===== src/rtl/cnn_pkg.sv =====
// Shared types and helpers for the 3x3 conv / ReLU / 2x2 max-pool engine.
package cnn_pkg;

    localparam int DATA_W_DEF  = 8;
    localparam int ACC_W_DEF   = 20;
    localparam int KERNEL_TAPS = 9;

    typedef enum logic [1:0] {
        IDLE  = 2'd0,
        RUN   = 2'd1,
        DRAIN = 2'd2
    } state_t;

    // Clamp to the positive signed range of dw bits; negatives go to zero (ReLU),
    // so the low saturation bound never matters.
    function automatic logic signed [63:0] sat_relu(input logic signed [63:0] v, input int dw);
        logic signed [63:0] hi;
        hi = (64'sd1 <<< (dw - 1)) - 64'sd1;
        if (v < 64'sd0) return '0;
        if (v > hi) return hi;
        return v;
    endfunction

endpackage


===== src/rtl/line_buffer_3x3.sv =====
// Two row buffers plus a 3x3 sliding window over a raster pixel stream of runtime width.
module line_buffer_3x3
    import cnn_pkg::*;
#(
    parameter int DATA_W = DATA_W_DEF,
    parameter int MAX_W  = 64
) (
    input  logic                                clk,
    input  logic                                rst_n,
    input  logic                                clear,
    input  logic                                adv,
    input  logic                                accept,
    input  logic [7:0]                          img_width,
    input  logic signed [DATA_W-1:0]            pixel_in,
    output logic [7:0]                          row,
    output logic [7:0]                          col,
    output logic [KERNEL_TAPS-1:0][DATA_W-1:0]  win,
    output logic                                win_valid
);

    localparam int AW = $clog2(MAX_W);

    logic [MAX_W-1:0][DATA_W-1:0] lb0;
    logic [MAX_W-1:0][DATA_W-1:0] lb1;
    logic [AW-1:0]                ci;

    assign ci = col[AW-1:0];

    // lb1 holds row r-2 and lb0 row r-1 at the current column; win[0] is top-left.
    always_ff @(posedge clk) begin
        if (!rst_n) begin
            lb0       <= '0;
            lb1       <= '0;
            win       <= '0;
            row       <= '0;
            col       <= '0;
            win_valid <= 1'b0;
        end else if (clear) begin
            row       <= '0;
            col       <= '0;
            win_valid <= 1'b0;
        end else if (adv) begin
            // Window only counts once two columns of the same row sit behind it.
            win_valid <= accept && (row >= 8'd2) && (col >= 8'd2);
            if (accept) begin
                lb1[ci] <= lb0[ci];
                lb0[ci] <= pixel_in;
                win[0]  <= win[1];
                win[1]  <= win[2];
                win[2]  <= lb1[ci];
                win[3]  <= win[4];
                win[4]  <= win[5];
                win[5]  <= lb0[ci];
                win[6]  <= win[7];
                win[7]  <= win[8];
                win[8]  <= pixel_in;
                if (col == img_width - 8'd1) begin
                    col <= '0;
                    row <= row + 8'd1;
                end else begin
                    col <= col + 8'd1;
                end
            end
        end
    end

endmodule


===== src/rtl/conv3x3_relu_pool2_engine.sv =====
// Streaming 3x3 conv -> requant/saturate -> ReLU -> 2x2 max-pool with frame FSM.
// Optional CONV_BIAS_EN: weight address 9 loads a signed bias added to the conv sum.
module conv3x3_relu_pool2_engine
    import cnn_pkg::*;
#(
    parameter int DATA_W = DATA_W_DEF,
    parameter int ACC_W  = ACC_W_DEF,
    parameter int MAX_W  = 64,
    parameter int SHIFT  = 0
) (
    input  logic                      clk,
    input  logic                      rst_n,
    input  logic                      start,
    input  logic [7:0]                img_width,
    input  logic [7:0]                img_height,
    input  logic                      wgt_we,
    input  logic [3:0]                wgt_addr,
    input  logic signed [DATA_W-1:0]  wgt_data,
    input  logic                      in_valid,
    output logic                      in_ready,
    input  logic signed [DATA_W-1:0]  pixel_in,
    output logic                      out_valid,
    input  logic                      out_ready,
    output logic [DATA_W-1:0]         dout,
    output logic                      busy,
    output logic                      frame_done,
    output logic                      cfg_err
);

    localparam logic [8:0] MAX_W9 = 9'(MAX_W);
    localparam int         PD     = (MAX_W / 2 > 1) ? MAX_W / 2 : 2;
    localparam int         PW     = $clog2(PD);

    state_t state, state_nxt;
    logic [7:0] width_q, height_q;
    logic [KERNEL_TAPS-1:0][DATA_W-1:0] wgt;
`ifdef CONV_BIAS_EN
    logic signed [DATA_W-1:0] bias;
`endif

    logic adv, accept, size_ok, start_ok, last_pix, pipe_empty, drain_done;
    logic [7:0] row, col;
    logic [KERNEL_TAPS-1:0][DATA_W-1:0] win;
    logic win_valid;

    assign adv        = out_ready | ~out_valid;
    assign in_ready   = (state == RUN) & adv;
    assign accept     = in_valid & in_ready;
    assign busy       = (state != IDLE);
    assign size_ok    = (img_width >= 8'd3) && ({1'b0, img_width} <= MAX_W9) && (img_height >= 8'd3);
    assign start_ok   = start && (state == IDLE) && size_ok;
    assign last_pix   = accept && (row == height_q - 8'd1) && (col == width_q - 8'd1);

    line_buffer_3x3 #(
        .DATA_W (DATA_W),
        .MAX_W  (MAX_W)
    ) u_lb (
        .clk       (clk),
        .rst_n     (rst_n),
        .clear     (start_ok),
        .adv       (adv),
        .accept    (accept),
        .img_width (width_q),
        .pixel_in  (pixel_in),
        .row       (row),
        .col       (col),
        .win       (win),
        .win_valid (win_valid)
    );

    // ---------------- stage 1: MAC ----------------
    logic signed [2*DATA_W-1:0] prod;
    logic signed [ACC_W-1:0]    mac;
    logic signed [ACC_W-1:0]    acc_q;
    logic [1:0]                 vld_pipe;

    always_comb begin
        mac  = '0;
        prod = '0;
        for (int k = 0; k < KERNEL_TAPS; k++) begin
            prod = $signed(win[k]) * $signed(wgt[k]);
            mac  = mac + ACC_W'(prod);
        end
`ifdef CONV_BIAS_EN
        mac = mac + ACC_W'(bias);
`endif
    end

    // ---------------- stage 2: requant + ReLU ----------------
    logic signed [ACC_W-1:0] shifted;
    logic signed [63:0]      clipped;
    logic [DATA_W-1:0]       act;
    logic [DATA_W-1:0]       act_q;

    always_comb begin
        shifted = acc_q >>> SHIFT;
        clipped = sat_relu(64'(shifted), DATA_W);
        act     = clipped[DATA_W-1:0];
    end

    always_ff @(posedge clk) begin
        if (!rst_n) begin
            vld_pipe <= '0;
            acc_q    <= '0;
            act_q    <= '0;
        end else if (adv) begin
            vld_pipe <= {vld_pipe[0], win_valid};
            acc_q    <= mac;
            act_q    <= act;
        end
    end

    // ---------------- stage 3: 2x2 max-pool ----------------
    logic [7:0]                 pi, pj, cw_last;
    logic [PD-1:0][DATA_W-1:0]  pbuf;
    logic [DATA_W-1:0]          pair_max, cmax_pair, out_max;
    logic [PW-1:0]              pidx;

    // Activations are non-negative after ReLU, so unsigned compares are exact.
    assign cw_last   = width_q - 8'd3;
    assign pidx      = pj[PW:1];
    assign cmax_pair = (act_q > pair_max) ? act_q : pair_max;
    assign out_max   = (pbuf[pidx] > cmax_pair) ? pbuf[pidx] : cmax_pair;

    // Even conv rows park column-pair maxima; odd rows merge and emit on odd columns.
    // A trailing odd row or column never reaches an emitting position.
    always_ff @(posedge clk) begin
        if (!rst_n) begin
            pi        <= '0;
            pj        <= '0;
            pbuf      <= '0;
            pair_max  <= '0;
            out_valid <= 1'b0;
            dout      <= '0;
        end else if (start_ok) begin
            pi <= '0;
            pj <= '0;
        end else if (adv) begin
            out_valid <= vld_pipe[1] & pi[0] & pj[0];
            if (vld_pipe[1]) begin
                if (!pj[0])
                    pair_max <= act_q;
                else if (!pi[0])
                    pbuf[pidx] <= cmax_pair;
                else
                    dout <= out_max;
                if (pj == cw_last) begin
                    pj <= '0;
                    pi <= pi + 8'd1;
                end else begin
                    pj <= pj + 8'd1;
                end
            end
        end
    end

    // ---------------- frame control ----------------
    assign pipe_empty = ~win_valid & ~(|vld_pipe);
    assign drain_done = pipe_empty & (~out_valid | out_ready);

    always_comb begin
        state_nxt = state;
        unique case (state)
            IDLE:    if (start_ok)   state_nxt = RUN;
            RUN:     if (last_pix)   state_nxt = DRAIN;
            DRAIN:   if (drain_done) state_nxt = IDLE;
            default:                 state_nxt = IDLE;
        endcase
    end

    always_ff @(posedge clk) begin
        if (!rst_n) begin
            state      <= IDLE;
            frame_done <= 1'b0;
            cfg_err    <= 1'b0;
            width_q    <= '0;
            height_q   <= '0;
            wgt        <= '0;
`ifdef CONV_BIAS_EN
            bias       <= '0;
`endif
        end else begin
            state      <= state_nxt;
            frame_done <= (state == DRAIN) && drain_done;
            cfg_err    <= start && (state == IDLE) && !size_ok;
            if (start_ok) begin
                width_q  <= img_width;
                height_q <= img_height;
            end
            if (wgt_we && (state == IDLE)) begin
                if (wgt_addr < 4'd9)
                    wgt[wgt_addr] <= wgt_data;
`ifdef CONV_BIAS_EN
                else if (wgt_addr == 4'd9)
                    bias <= wgt_data;
`endif
            end
        end
    end

endmodule


===== config.mk =====
export PLATFORM = sky130hd
export DESIGN_NAME = conv3x3_relu_pool2_engine
export DESIGN_NICKNAME = d
export VERILOG_FILES = /design/src/rtl/cnn_pkg.sv /design/src/rtl/line_buffer_3x3.sv /design/src/rtl/conv3x3_relu_pool2_engine.sv
export SDC_FILE = /design/constraint.sdc
export NUM_CORES = 2
export LEC_CHECK = 0
export CAP_MARGIN = 0
export CELL_PAD_IN_SITES_DETAIL_PLACEMENT = 1
export CELL_PAD_IN_SITES_GLOBAL_PLACEMENT = 1
export CORE_ASPECT_RATIO = 1.25
export CORE_UTILIZATION = 51
export DETAILED_ROUTE_END_ITERATION = 10
export PLACE_DENSITY = 0.83
export SYNTH_ARGS = -nofsm -noshare
export SYNTH_HDL_FRONTEND = slang
export SYNTH_HIERARCHICAL = 1
export SYNTH_SLANG_ARGS = --single-unit

===== constraint.sdc =====
create_clock -name clk -period 10.35 [get_ports clk]
set_input_delay 2.07 -clock clk [delete_from_list [all_inputs] [get_ports clk]]
set_output_delay 2.07 -clock clk [all_outputs]
set_load 0.02 [all_outputs]

==> metrics.csv <==
metric,value,unit
drive_above_1_share,0.0773,
grt_overflow,0,
die_x,381,um
mostFrequentLayoutCell,nand2_1,
pwr_density_cell,131,nW/um^2
yosys.area.top_type_share,0.332,
clk_path_buf_depth,3,
skew,0.0684,ns
tightest_slew,1.39,ns
setup_ws,1.67,ns
timing.setup.tns,0,ns
grt_util_all_layers,0.375,
reg2reg_to,acc_q[18]$_SDFFE_PN0N_,
fmax,115,MHz
ys.warnings.count,6,
port_buffers,54,
initial_core_util,0.514,
areaGrowthSynthToFinish,8.51,%
drv_slew,0,
p_leak,39.6,nW
cp-start-kind,flop,
reg2reg_depth,25,
grt_antenna_before_repair,18,
cts_made_buffers,160,
syn_nets,11039,
syn_area,91500,um^2
drtPass1Iterations,6,
dp_hpwl,231000,um
num-fill-cells,20227,
clk_transition_reported_paths,0.06,ns
startpoint,u_lb/win[63]$_SDFFE_PN0P_,
synth_cell_types,97,
hold_buffers,0,
post-cts-setup-buffer-count,0,
yosysTopAreaCell,dfxtp_1,
arrival,9.44,ns
crit_top_cell,fa_1,
vdd_drop_max,0.000152,V
ys_seq_elements,1517,
finalCritPeriodShare,0.839,
crit_family,adder cells,
grt_pass1_vias,82840,
crit_end,acc_q[18]$_SDFFE_PN0N_,
crit_path_top_delay_cell,fa_1,
vias,76307,
cts.htree.levels,4,
wirelength,341000,um
fin_nets,10735,
worstPathRequired,11.11,ns
drtAntennaViolNets,0,
cts_resized,0,
r2r-start,u_lb/win[63]$_SDFFE_PN0P_,
critPathKind,flop to flop,
hold_viol,0,
worst-path-stages,25,
fin_crit,8.68,ns
max-slew-margin-rel,0.0753,
grt_max_degree,297,
setup_viol,0,
tritoncts,yes,
grt_pass1_wl,514000,um
cts-root-buf,clkbuf_16,
r2r_setup_slack,1.67,ns
end_kind,flop,
io_pins,55,
hp-class,flop to flop,
crit_fanout,10,
detail_route.wl_per_cell,28.0,um
path_buf_inv,7,
clkLatencyLatePin,0.88,ns
rsz0062_at_grt,false,
synth-seq-area-share,0.332,
status,"complete, no violations",
synthCells,9993,
gp_congestion,0.928,
synth.area.top_cells,"dfxtp_1 (33%), fa_1 (17%), nand2_1 (6.6%), a21boi_0 (3.9%), inv_1 (3.9%)",
clock-sinks,1517,
die_h,476,um
synthFlopType,dfxtp_1,
async_flop_share,0,
drt-initial-drc-count,6483,
route.detailed.drc,0,
via_per_inst,6.26,
dieArea,181000,um^2
crit_path_max_incr_delay,0.64,ns
maxCapViolations,0,
core_area,178000,um^2
final_cell_mix,"nand2_1 (1601), dfxtp_1 (1512), inv_1 (946), fa_1 (790), nor2_1 (675)",
rows,173,
synth_area_per_cell,9.16,um^2
post-place-ws,1.85,ns
synth-edff-count,0,
-- how the worst min path moves through the flow --
stage                          startpoint                    endpoint  depth (start not counted)
4_1_cts        u_lb/lb0[153]$_SDFFE_PN0P_  u_lb/lb0[153]$_SDFFE_PN0P_                          2
3_3_place_gp   u_lb/lb0[153]$_SDFFE_PN0P_  u_lb/lb0[153]$_SDFFE_PN0P_                          2
6_report            acc_q[6]$_SDFFE_PN0N_       acc_q[6]$_SDFFE_PN0N_                          2
5_1_grt        u_lb/lb0[403]$_SDFFE_PN0P_  u_lb/lb0[403]$_SDFFE_PN0P_                          2
3_5_place_dp        acc_q[6]$_SDFFE_PN0N_       acc_q[6]$_SDFFE_PN0N_                          2
2_1_floorplan  u_lb/lb0[137]$_SDFFE_PN0P_  u_lb/lb0[137]$_SDFFE_PN0P_                          2
-- where the power goes --
group / leakage (nW) / switching (mW) / total [mW] / internal [mW]
logic: 24.6 / 0.583 / 0.856 / 0.273
registers: 12.2 / 0.0570 / 5.92 / 5.86
clock network: 2.76 / 2.62 / 6.27 / 3.65
-- cells in the mapped netlist, types with 27 or more instances --
library cell  count
a221o_1          29
nand3_1          55
dfxtp_1        1517
nand2b_1         40
clkbuf_1        466
buf_1            31
o211a_1          88
a31oi_1          28
nor2_1          688
o21ai_0         405
nor3_1           44
nand2_1        1601
o22ai_1          69
a211oi_1        266
mux2i_1         238
a221oi_1        102
xnor2_1          57
mux2_2           57
a21oi_1         420
nor3b_1          81
nor2b_1          75
mux2_1           29
buf_4            27
fa_1            790
and2_1          344
ha_1            214
a21boi_1         96
mux4_2          145
a21boi_0        480
inv_1           948
buf_6            28
buf_2           154
a22oi_1          64
-- final cells by class --
class | instances | area, um^2 | area share
clock buffer | 230 | 4680 | 0.0472
clock inverter | 59 | 977 | 0.00984
inverter | 950 | 3570 | 0.0360
timing repair buffer | 242 | 1990 | 0.0200
sequential | 1517 | 30400 | 0.306
antenna | 7 | 17.5 | 0.000176
tap | 2362 | 2960 | 0.0298
multi-input combinational | 6818 | 54700 | 0.551
-- state kept, by name, summed over array words and instances (netlist names), 2 cells and up --
register,count
state,2
u_lb/lb0,512
u_lb/col,8
u_lb/row,8
dout,8
vld_pipe,2
u_lb/win,72
height_q,8
width_q,8
act_q,8
pair_max,8
pj,8
wgt,72
pbuf,256
acc_q,20
u_lb/lb1,512
-- metrics by stage --
| stage | util | hold WS, ns | total power, mW | cells | cell area, um^2 |
|---|---|---|---|---|---|
| floorplan | - | 0.431 | 6.53 | 9993 | 91500 |
| global placement | 0.526 | 0.437 | 6.85 | 11888 | 93600 |
| detailed placement | 0.526 | 0.445 | 6.88 | 11888 | 93600 |
| CTS | 0.558 | 0.454 | 13.1 | 12177 | 99300 |
| global route | 0.558 | 0.471 | 13.4 | 12179 | 99300 |
| finish | 0.558 | 0.451 | 13.0 | 12185 | 99300 |
-- worst min-delay path: stages, from the launching register on --
cell     delay [ns]
dfxtp_1        0.31
nand2_1        0.05
a21oi_1        0.05
-- per-layer routing --
| metal | track usage | vias to the layer above | part of all wire |
|---|---|---|---|
| met5 | 0 | - | 0.00045 |
| met4 | 0.302 | 20 | 0.092 |
| met3 | 0.0768 | 1354 | 0.076 |
| met2 | 0.614 | 3368 | 0.47 |
| met1 | 0.426 | 38992 | 0.36 |
| li1 | - | 32573 | - |
-- logic make-up (layout without fill, tap and decap cells) --
logic type,Yosys count,after routing,share of synthesized area
flops,1517,1517,0.332
compound gates,2190,2190,0.163
xor+xnor,81,81,0.00775
buf+inv,1658,1481,0.0737
simple gates,3071,3071,0.149
mux,472,472,0.0728
other cells,0,7,0
fa+ha+maj,1004,1004,0.202
(Power assumes the default switching activity.)
